$ cat src/rtl/mult_pkg.sv
// Shared constants for the 16x16 sequential shift-add multiplier.
// Holds the FSM state encoding, the operand width and the last iteration index.
package mult_pkg;
    localparam int unsigned MULT_W = 16;

    localparam logic [1:0] IDLE = 2'd0;
    localparam logic [1:0] RUN  = 2'd1;
    localparam logic [1:0] DONE = 2'd2;

    localparam logic [4:0] ITER_LAST = 5'd15;
endpackage

$ cat src/rtl/rca_16_bit.sv
// 16-bit ripple-carry adder, purely combinational, no flow control.
// Sum and carry-out settle within the same cycle as the inputs.
module rca_16_bit (
    input  logic [15:0] i_a,
    input  logic [15:0] i_b,
    input  logic        i_cin,
    output logic [15:0] o_sum,
    output logic        o_cout
);
    logic [16:0] w_c;

    assign w_c[0] = i_cin;

    for (genvar g = 0; g < 16; g++) begin : g_fa
        assign o_sum[g]  = i_a[g] ^ i_b[g] ^ w_c[g];
        assign w_c[g+1]  = (i_a[g] & i_b[g]) | (w_c[g] & (i_a[g] ^ i_b[g]));
    end

    assign o_cout = w_c[16];
endmodule

$ cat src/rtl/seq_mult_16_bit.sv
// Unsigned 16x16 shift-add multiplier: product valid 16 cycles after accept, plus one DONE cycle.
// No queuing: start is only sampled in IDLE, ignored while busy or done.
module seq_mult_16_bit
    import mult_pkg::*;
(
    input  logic                    clk,
    input  logic                    rst,
    input  logic                    start,
    input  logic [MULT_W-1:0]       a,
    input  logic [MULT_W-1:0]       b,
    output logic                    busy,
    output logic                    done,
    output logic [2*MULT_W-1:0]     product
);
    logic [1:0]          r_state;
    logic [1:0]          w_next_state;
    logic [MULT_W-1:0]   r_mcand;
    logic [MULT_W-1:0]   r_acc_hi;
    logic [MULT_W-1:0]   r_acc_lo;
    logic [4:0]          r_cnt;
    logic [2*MULT_W-1:0] r_product;

    logic [MULT_W-1:0]   w_addend;
    logic [MULT_W-1:0]   w_sum;
    logic                w_cout;
    logic [2*MULT_W-1:0] w_acc_next;

    assign w_addend = r_acc_lo[0] ? r_mcand : '0;

    rca_16_bit u_rca (
        .i_a    (r_acc_hi),
        .i_b    (w_addend),
        .i_cin  (1'b0),
        .o_sum  (w_sum),
        .o_cout (w_cout)
    );

    // {cout, sum, acc_lo} shifted right by one; the carry lands in bit 31.
    assign w_acc_next = {w_cout, w_sum, r_acc_lo[MULT_W-1:1]};

    always_ff @(posedge clk or posedge rst) begin
        if (rst) begin
            r_state <= IDLE;
        end else begin
            r_state <= w_next_state;
        end
    end

    always_comb begin
        w_next_state = IDLE;
        case (r_state)
            IDLE:    w_next_state = start ? RUN : IDLE;
            RUN:     w_next_state = (r_cnt == ITER_LAST) ? DONE : RUN;
            DONE:    w_next_state = IDLE;
            default: w_next_state = IDLE;
        endcase
    end

    always_comb begin
        busy = (r_state == RUN);
        done = (r_state == DONE);
    end

    always_ff @(posedge clk or posedge rst) begin
        if (rst) begin
            r_mcand   <= '0;
            r_acc_hi  <= '0;
            r_acc_lo  <= '0;
            r_cnt     <= '0;
            r_product <= '0;
        end else begin
            case (r_state)
                IDLE: begin
                    if (start) begin
                        r_mcand  <= a;
                        r_acc_hi <= '0;
                        r_acc_lo <= b;
                        r_cnt    <= '0;
                    end
                end
                RUN: begin
                    r_acc_hi <= w_acc_next[2*MULT_W-1:MULT_W];
                    r_acc_lo <= w_acc_next[MULT_W-1:0];
                    r_cnt    <= r_cnt + 5'd1;
                    if (r_cnt == ITER_LAST) begin
                        r_product <= w_acc_next;
                    end
                end
                default: begin
                end
            endcase
        end
    end

    assign product = r_product;
endmodule
$ cat config.mk
export PLATFORM = sky130hd
export DESIGN_NAME = seq_mult_16_bit
export DESIGN_NICKNAME = d
export VERILOG_FILES = /design/src/rtl/mult_pkg.sv /design/src/rtl/rca_16_bit.sv /design/src/rtl/seq_mult_16_bit.sv
export SDC_FILE = /design/constraint.sdc
export NUM_CORES = 1
export LEC_CHECK = 0
export ABC_CLOCK_PERIOD_IN_PS = 6600
export CORE_MARGIN = 4
export CORE_UTILIZATION = 44
export CTS_CLUSTER_DIAMETER = 120
export DETAILED_ROUTE_END_ITERATION = 6
export GPL_TIMING_DRIVEN = 0
export PLACE_DENSITY = 0.73
export SLEW_MARGIN = 20
export SYNTH_ARGS = -nofsm -noshare
export SYNTH_HDL_FRONTEND = slang
export SYNTH_SLANG_ARGS = --single-unit
export TNS_END_PERCENT = 30
$ cat constraint.sdc
create_clock -name clk -period 6.6 [get_ports clk]
set_input_delay 1.98 -clock clk [delete_from_list [all_inputs] [get_ports clk]]
set_output_delay 1.98 -clock clk [all_outputs]
set_load 0.1 [all_outputs]
==> qor.log, run 1 <==
INFO  status         outcome=complete, no violations
INFO  yosys          synth_cells=330
INFO  floorplan      die_area=10600um2
INFO  worst_setup_path worst-path-max-fanout=10
INFO  cells_and_area area_growth_syn_to_layout=27.0%
INFO  worst_setup_path cp_data_required_time=6.81ns
INFO  run            max_cap_viol_count=0
INFO  floorplan      floorplan.initialDensity=0.453
INFO  timing         finalHoldWorstSlack=0.477ns
INFO  cells_and_area fillers=738
INFO  floorplan      placement_rows=34
INFO  global_route   overall_overflow_remaining_after_global_route=0
INFO  cells_and_area diodes=0
INFO  yosys          yosys_synthesis_warning_count=0
INFO  worst_setup_path timing.critical_path.to_type=flop
INFO  cells_and_area nets=462
INFO  clocking       clock_insertion_delay_worst_skew=0.35ns
INFO  placed_design  portBuffers=67
INFO  clocking       clkSlewWorstSetupHoldPaths=0.09ns
INFO  yosys          synthesis.area=3970um2
INFO  floorplan      design.core.area=8760um2
INFO  detailed_routing route.detailed.wl_per_inst=15.6um
INFO  global_route   grt_start_max_net_pins=60
INFO  worst_setup_path worstPathArrival=6.47ns
INFO  global_route   first_global_vias=2774
INFO  cells_and_area ff_latch_area=2180um2
INFO  timing         finalCriticalPeriod=6.25ns
INFO  yosys          synth-seq-cells=87
INFO  clocking       clockBufferDepth=2
INFO  timing         final_hold_viol_count=0
INFO  global_route   antenna_found_initial=0
INFO  timing         final_min_period_over_clock_period=0.948
INFO  cells_and_area multiInputGateArea=1600um2
INFO  yosys          synth.most_common_cell=dfrtp_1
INFO  placed_design  place.gp.congestion=0.759
INFO  cells_and_area post_route_cells_drive_above_1_share=0.167
INFO  clocking       tritoncts=yes
INFO  global_route   grt_pass1_wl=13700um
INFO  clocking       holdBufCountCts=0
INFO  detailed_routing first_iter_violations=99
INFO  yosys          yosys-top-cells-count=dfrtp_1, nand2_1, o21ai_0, mux2_2, inv_1
INFO  timing         timing_worst_slew_pin_value=0.982ns
INFO  timing         report.final.slew_viol_count=0
INFO  floorplan      dieWidth=103um
INFO  yosys          synthesis.nets=383
INFO  detailed_routing wirelength=8130um
INFO  clocking       numCtsBuffers=9
INFO  timing         setup_tns=0ns
INFO  yosys          synth_ff_type=dfrtp_1
INFO  min_path       min-delay-path-class=flop to flop
INFO  floorplan      die_height=103um
INFO  detailed_routing first_pass_iters=4
INFO  detailed_routing via_per_inst=5.15
INFO  timing         finalSetupViolations=0
INFO  clocking       postCtsSetupBuffers=0
INFO  timing         slew_headroom=0.343
INFO  placed_design  post-dp-hpwl=5790um
INFO  placed_design  post-place-ws=0.0318ns
INFO  worst_setup_path timing.critical_path.from_type=flop
INFO  timing         achievable_freq=160MHz
INFO  global_route   gr-usage-all-layers=0.167
INFO  yosys          synth_sequential_area_ratio=0.548
INFO  clocking       clockRootBuffer=clkbuf_8
INFO  timing         final.setup_skew=0.00730ns
INFO  floorplan      io-pin-count=69
INFO  yosys          synth_area_leader_cell=dfrtp_1
INFO  clocking       cts_resized=0
INFO  timing         setup_repair_after_global_routing_missed_its_margin=false
INFO  yosys          synth.avg_cell_area=12.0um2
INFO  clocking       numClockSinks=87
INFO  timing         final.setup.worst_slack=0.346ns
INFO  worst_setup_path class_of_the_most_critical_setup_path=flop to flop
INFO  clocking       htree_num_levels=3
INFO  detailed_routing final_antenna_net_count=0
INFO  yosys          post_synth_main_area_contributors=dfrtp_1, mux2_2, fa_1, o21ai_0, nand2_1
INFO  yosys          async_flop_share=1.00
INFO  yosys          synth-edff-count=0
INFO  detailed_routing drc_errors=0
INFO  detailed_routing routed-via-count=2684
INFO  yosys          synth_top_cell_area_share=0.548
INFO  yosys          distinct_cells_synth=28
==> path summary, 6_finish.rpt <==
kind,start,end,slack (ns),cells after the start
worst max-delay path,r_acc_lo[0],product[30],0.35,24
worst min-delay path,r_cnt[3],r_cnt[3],0.48,1
worst max register to register,r_acc_lo[0],product[30],0.35,24
worst min register to register,r_cnt[3],r_cnt[3],0.48,1
max in group asynchronous,rst,product[21],4.02,3
min in group asynchronous,rst,product[27],1.97,2
==> layout by cell type, fill, tap and decap left out, types with 3 or more instances in the layout <==
cell / synthesis / layout
clkdlybuf4s50_1: 0 / 67
bufinv_16: 0 / 3
ha_1: 3 / 3
and3b_1: 15 / 15
clkbuf_1: 8 / 8
a21oi_1: 17 / 17
a22o_1: 6 / 6
fa_1: 15 / 15
nand2b_1: 3 / 3
o21ai_0: 39 / 39
nand2_1: 50 / 50
clkbuf_8: 0 / 9
buf_2: 7 / 7
dfrtp_1: 87 / 86
and2_1: 6 / 6
mux2_2: 28 / 28
mux2_4: 9 / 9
inv_1: 22 / 21
==> registers in the layout, indices dropped and copies added, names as in the netlist <==
name and count:
r_mcand 16, r_acc_hi 16, r_cnt 5, r_state 2
product 32, r_acc_lo 16
==> routing by layer <==
layer / routed length [um] / track usage / up-vias
li1: - / - / 1265
met1: 3590 / 0.230 / 1347
met2: 4010 / 0.269 / 62
met3: 431 / 0.0318 / 10
met4: 103 / 0.0508 / 0
met5: 0 / 0 / -
==> per-stage QoR <==
stage               area, um2   util  std cells
detailed placement       4810  0.549        506
global placement         4780  0.545        505
CTS                      5040  0.575        521
finish                   5040  0.576        521
floorplan                3970      -        330
global route             5040  0.576        521
==> critical path, cell delays in order (launching register included) <==
cell and delay [ns]:
dfrtp_2 0.47, clkbuf_2 0.28, nand2_1 0.12, fa_1 0.41, fa_1 0.39, fa_1 0.39
fa_1 0.38, fa_1 0.39, fa_1 0.39, fa_1 0.36, inv_1 0.08, fa_1 0.16
inv_1 0.05, fa_1 0.36, inv_1 0.08, fa_1 0.18, fa_1 0.18, fa_1 0.16
inv_1 0.05, fa_1 0.36, inv_1 0.08, fa_1 0.16, inv_1 0.05, fa_1 0.50
o21ai_0 0.09
==> area by class of cell <==
type,instances,share of cell area
inverter,22,0.0169
buffer,19,0.0221
multi-input combinational,202,0.318
timing repair buffer,68,0.138
tap,108,0.0268
clock inverter,5,0.0211
clock buffer,10,0.0253
sequential,87,0.432
==> cell families after synthesis <==
logic type | after synthesis | synth area share
compound gates | 65 | 0.0911
fa+ha+maj | 18 | 0.0851
buf+inv | 41 | 0.0485
flops | 87 | 0.548
mux | 39 | 0.118
simple gates | 80 | 0.109
Power of run 1 is left out: the tool's default activity adds up to more than one toggle a clock period on the data nets, which glitch-free logic cannot reach.
==> run 2: changes to the inputs <==
- MAX_ROUTING_LAYER: not set -> met4
- TNS_END_PERCENT: 30 -> not set
==> qor.log, run 2 (same netlist as run 1, synthesis figures left out) <==
INFO  floorplan      design.core.area=8760um2 [unchanged]
INFO  detailed_routing final_antenna_net_count=0 [unchanged]
INFO  worst_setup_path cp_data_required_time=6.81ns [about the same]
INFO  cells_and_area diodes=0 [unchanged]
INFO  detailed_routing via_per_inst=5.15 [unchanged]
INFO  global_route   first_global_vias=2772 [was 2774]
INFO  timing         final_hold_viol_count=0 [unchanged]
INFO  cells_and_area area_growth_syn_to_layout=27.0% [unchanged]
INFO  global_route   antenna_found_initial=0 [unchanged]
INFO  floorplan      dieWidth=103um [unchanged]
INFO  clocking       holdBufCountCts=0 [unchanged]
INFO  timing         finalCriticalPeriod=6.25ns [about the same]
INFO  worst_setup_path timing.critical_path.to_type=flop [unchanged]
INFO  clocking       clockBufferDepth=2 [unchanged]
INFO  cells_and_area finalInstanceArea=5040um2 [unchanged]
INFO  worst_setup_path timing.critical_path.from_type=flop [unchanged]
INFO  global_route   grt_pass1_wl=13700um [about the same]
INFO  status         outcome=complete, no violations [unchanged]
INFO  timing         timing_worst_slew_pin_value=0.982ns [about the same]
INFO  cells_and_area layout.cells.most_common=dfrtp_1 [unchanged]
INFO  timing         achievable_freq=160MHz [about the same]
INFO  worst_setup_path cpLargestDelayFamily=adder cells [unchanged]
INFO  cells_and_area multiInputGateArea=1600um2 [unchanged]
INFO  clocking       clock_insertion_delay_worst_skew=0.35ns [about the same]
INFO  clocking       numCtsBuffers=9 [unchanged]
INFO  floorplan      placement_rows=34 [unchanged]
INFO  timing         final.setup_skew=0.00719ns [was 0.00730 ns]
INFO  clocking       clkSlewWorstSetupHoldPaths=0.09ns [about the same]
INFO  clocking       numClockSinks=87 [unchanged]
INFO  floorplan      die_height=103um [unchanged]
INFO  floorplan      die_area=10600um2 [unchanged]
INFO  worst_setup_path worst-path-max-fanout=10 [unchanged]
INFO  timing         setup_repair_after_global_routing_missed_its_margin=false [unchanged]
INFO  cells_and_area largest_register_ffs=32 [unchanged]
INFO  cells_and_area final_cell_mix=dfrtp_1, clkdlybuf4s50_1, nand2_1 [unchanged]
INFO  clocking       cts_resized=0 [unchanged]
INFO  timing         setup_tns=0ns [unchanged]
INFO  global_route   overall_overflow_remaining_after_global_route=0 [unchanged]
INFO  timing         final_min_period_over_clock_period=0.948 [about the same]
INFO  cells_and_area fillers=738 [unchanged]
INFO  placed_design  detailed_place.area=4810um2 [unchanged]
INFO  global_route   grt_start_max_net_pins=60 [unchanged]
INFO  worst_setup_path worstPathArrival=6.47ns [about the same]
INFO  worst_setup_path path_cells=clkbuf_2, nand2_1, fa_1, fa_1, fa_1, fa_1, fa_1, fa_1, fa_1, inv_1, fa_1, inv_1, fa_1, inv_1, fa_1, fa_1, fa_1, inv_1, fa_1, inv_1, fa_1, inv_1, fa_1, o21ai_0 [unchanged]
INFO  detailed_routing wirelength=8140um [was 8130 um]
INFO  timing         slew_headroom=0.343 [about the same]
INFO  worst_setup_path critical_path.n_buffers_inverters=7 [unchanged]
INFO  worst_setup_path path_common_cell=fa_1 [unchanged]
INFO  detailed_routing route.detailed.wl_per_inst=15.6um [about the same]
INFO  cells_and_area ff_latch_area=2180um2 [unchanged]
INFO  floorplan      io-pin-count=69 [unchanged]
INFO  worst_setup_path class_of_the_most_critical_setup_path=flop to flop [unchanged]
INFO  clocking       postCtsSetupBuffers=0 [unchanged]
INFO  cells_and_area post_route_cells_drive_above_1_share=0.167 [unchanged]
INFO  clocking       htree_num_levels=3 [unchanged]
INFO  min_path       min-delay-path-class=flop to flop [unchanged]
INFO  placed_design  place.gp.congestion=0.769 [was 0.759]
INFO  placed_design  post-dp-hpwl=5790um [unchanged]
INFO  cells_and_area nets=462 [unchanged]
INFO  worst_setup_path worst_path_largest_cell_delay=0.50ns [about the same]
INFO  global_route   gr-usage-all-layers=0.172 [was 0.167]
INFO  detailed_routing drc_errors=0 [unchanged]
INFO  timing         finalSetupViolations=0 [unchanged]
INFO  clocking       clockRootBuffer=clkbuf_8 [unchanged]
INFO  clocking       tritoncts=yes [unchanged]
INFO  run            max_cap_viol_count=0 [unchanged]
INFO  detailed_routing first_iter_violations=108 [was 99]
INFO  detailed_routing routed-via-count=2684 [unchanged]
INFO  detailed_routing first_pass_iters=4 [unchanged]
INFO  worst_setup_path critPathSlowestCell=fa_1 [unchanged]
INFO  floorplan      floorplan.initialDensity=0.453 [unchanged]
INFO  timing         report.final.slew_viol_count=0 [unchanged]
INFO  placed_design  portBuffers=67 [unchanged]
## run 2: cell counts in the layout (fill, tap and decap cells not counted)
Identical to the previous run, type by type.
## run 2: worst paths after layout
check                                 start          end  slack (ns)  cells after the start
worst max register to register  r_acc_lo[0]  product[30]        0.35                     24
max in group asynchronous               rst  r_acc_hi[5]        4.02                      3
worst min register to register     r_cnt[3]     r_cnt[3]        0.48                      1
worst max-delay path            r_acc_lo[0]  product[30]        0.35                     24
worst min-delay path               r_cnt[3]     r_cnt[3]        0.48                      1
min in group asynchronous               rst  product[27]        1.97                      2
## run 2: layer usage
| layer | routed length, um | vias up | part of all wire | global-route usage |
|---|---|---|---|---|
| li1 | - | 1264 | - | - |
| met2 | 4000 | 63 | 0.49 | 0.269 |
| met4 | 84 | 0 | 0.010 | 0.0508 |
| met1 | 3670 | 1350 | 0.45 | 0.233 |
| met5 | 0 | - | 0 | - |
| met3 | 394 | 7 | 0.048 | 0.0291 |
## run 2: metrics by stage
step	hold slack (ns)	cells	setup slack (ns)	utilization
2_1_floorplan	0.438	330	0.698	-
3_3_place_gp	0.457	505	0.0715	0.545
3_5_place_dp	0.470	506	0.0318	0.549
4_1_cts	0.484	521	0.0115	0.575
5_1_grt	0.504	521	0.0896	0.576
6_report	0.479	521	0.346	0.576
## run 2: area by class of cell
cell class	instances	share of cell area
plain buffers	19	0.0221
clock buffers	10	0.0253
clock inverters	5	0.0211
inverters	22	0.0169
multi-input cells	202	0.318
flip-flops and latches	87	0.432
well taps	108	0.0268
repair buffers	68	0.138
## run 2: worst reg2reg max path, delay by kind of cell (launching register included)
family	cells	cell delay [ns]
flops	1	0.46
simple gates	1	0.12
compound gates	1	0.09
buf+inv	7	0.67
fa+ha+maj	15	4.77
Power of run 2 is left out for the same reason.
==> run 3: changes to the inputs <==
- TNS_END_PERCENT: not set -> 30
==> results of run 3 <==
Final layout, timing and power as in run 2 (identical DEF).
Power of run 3 is left out for the same reason.
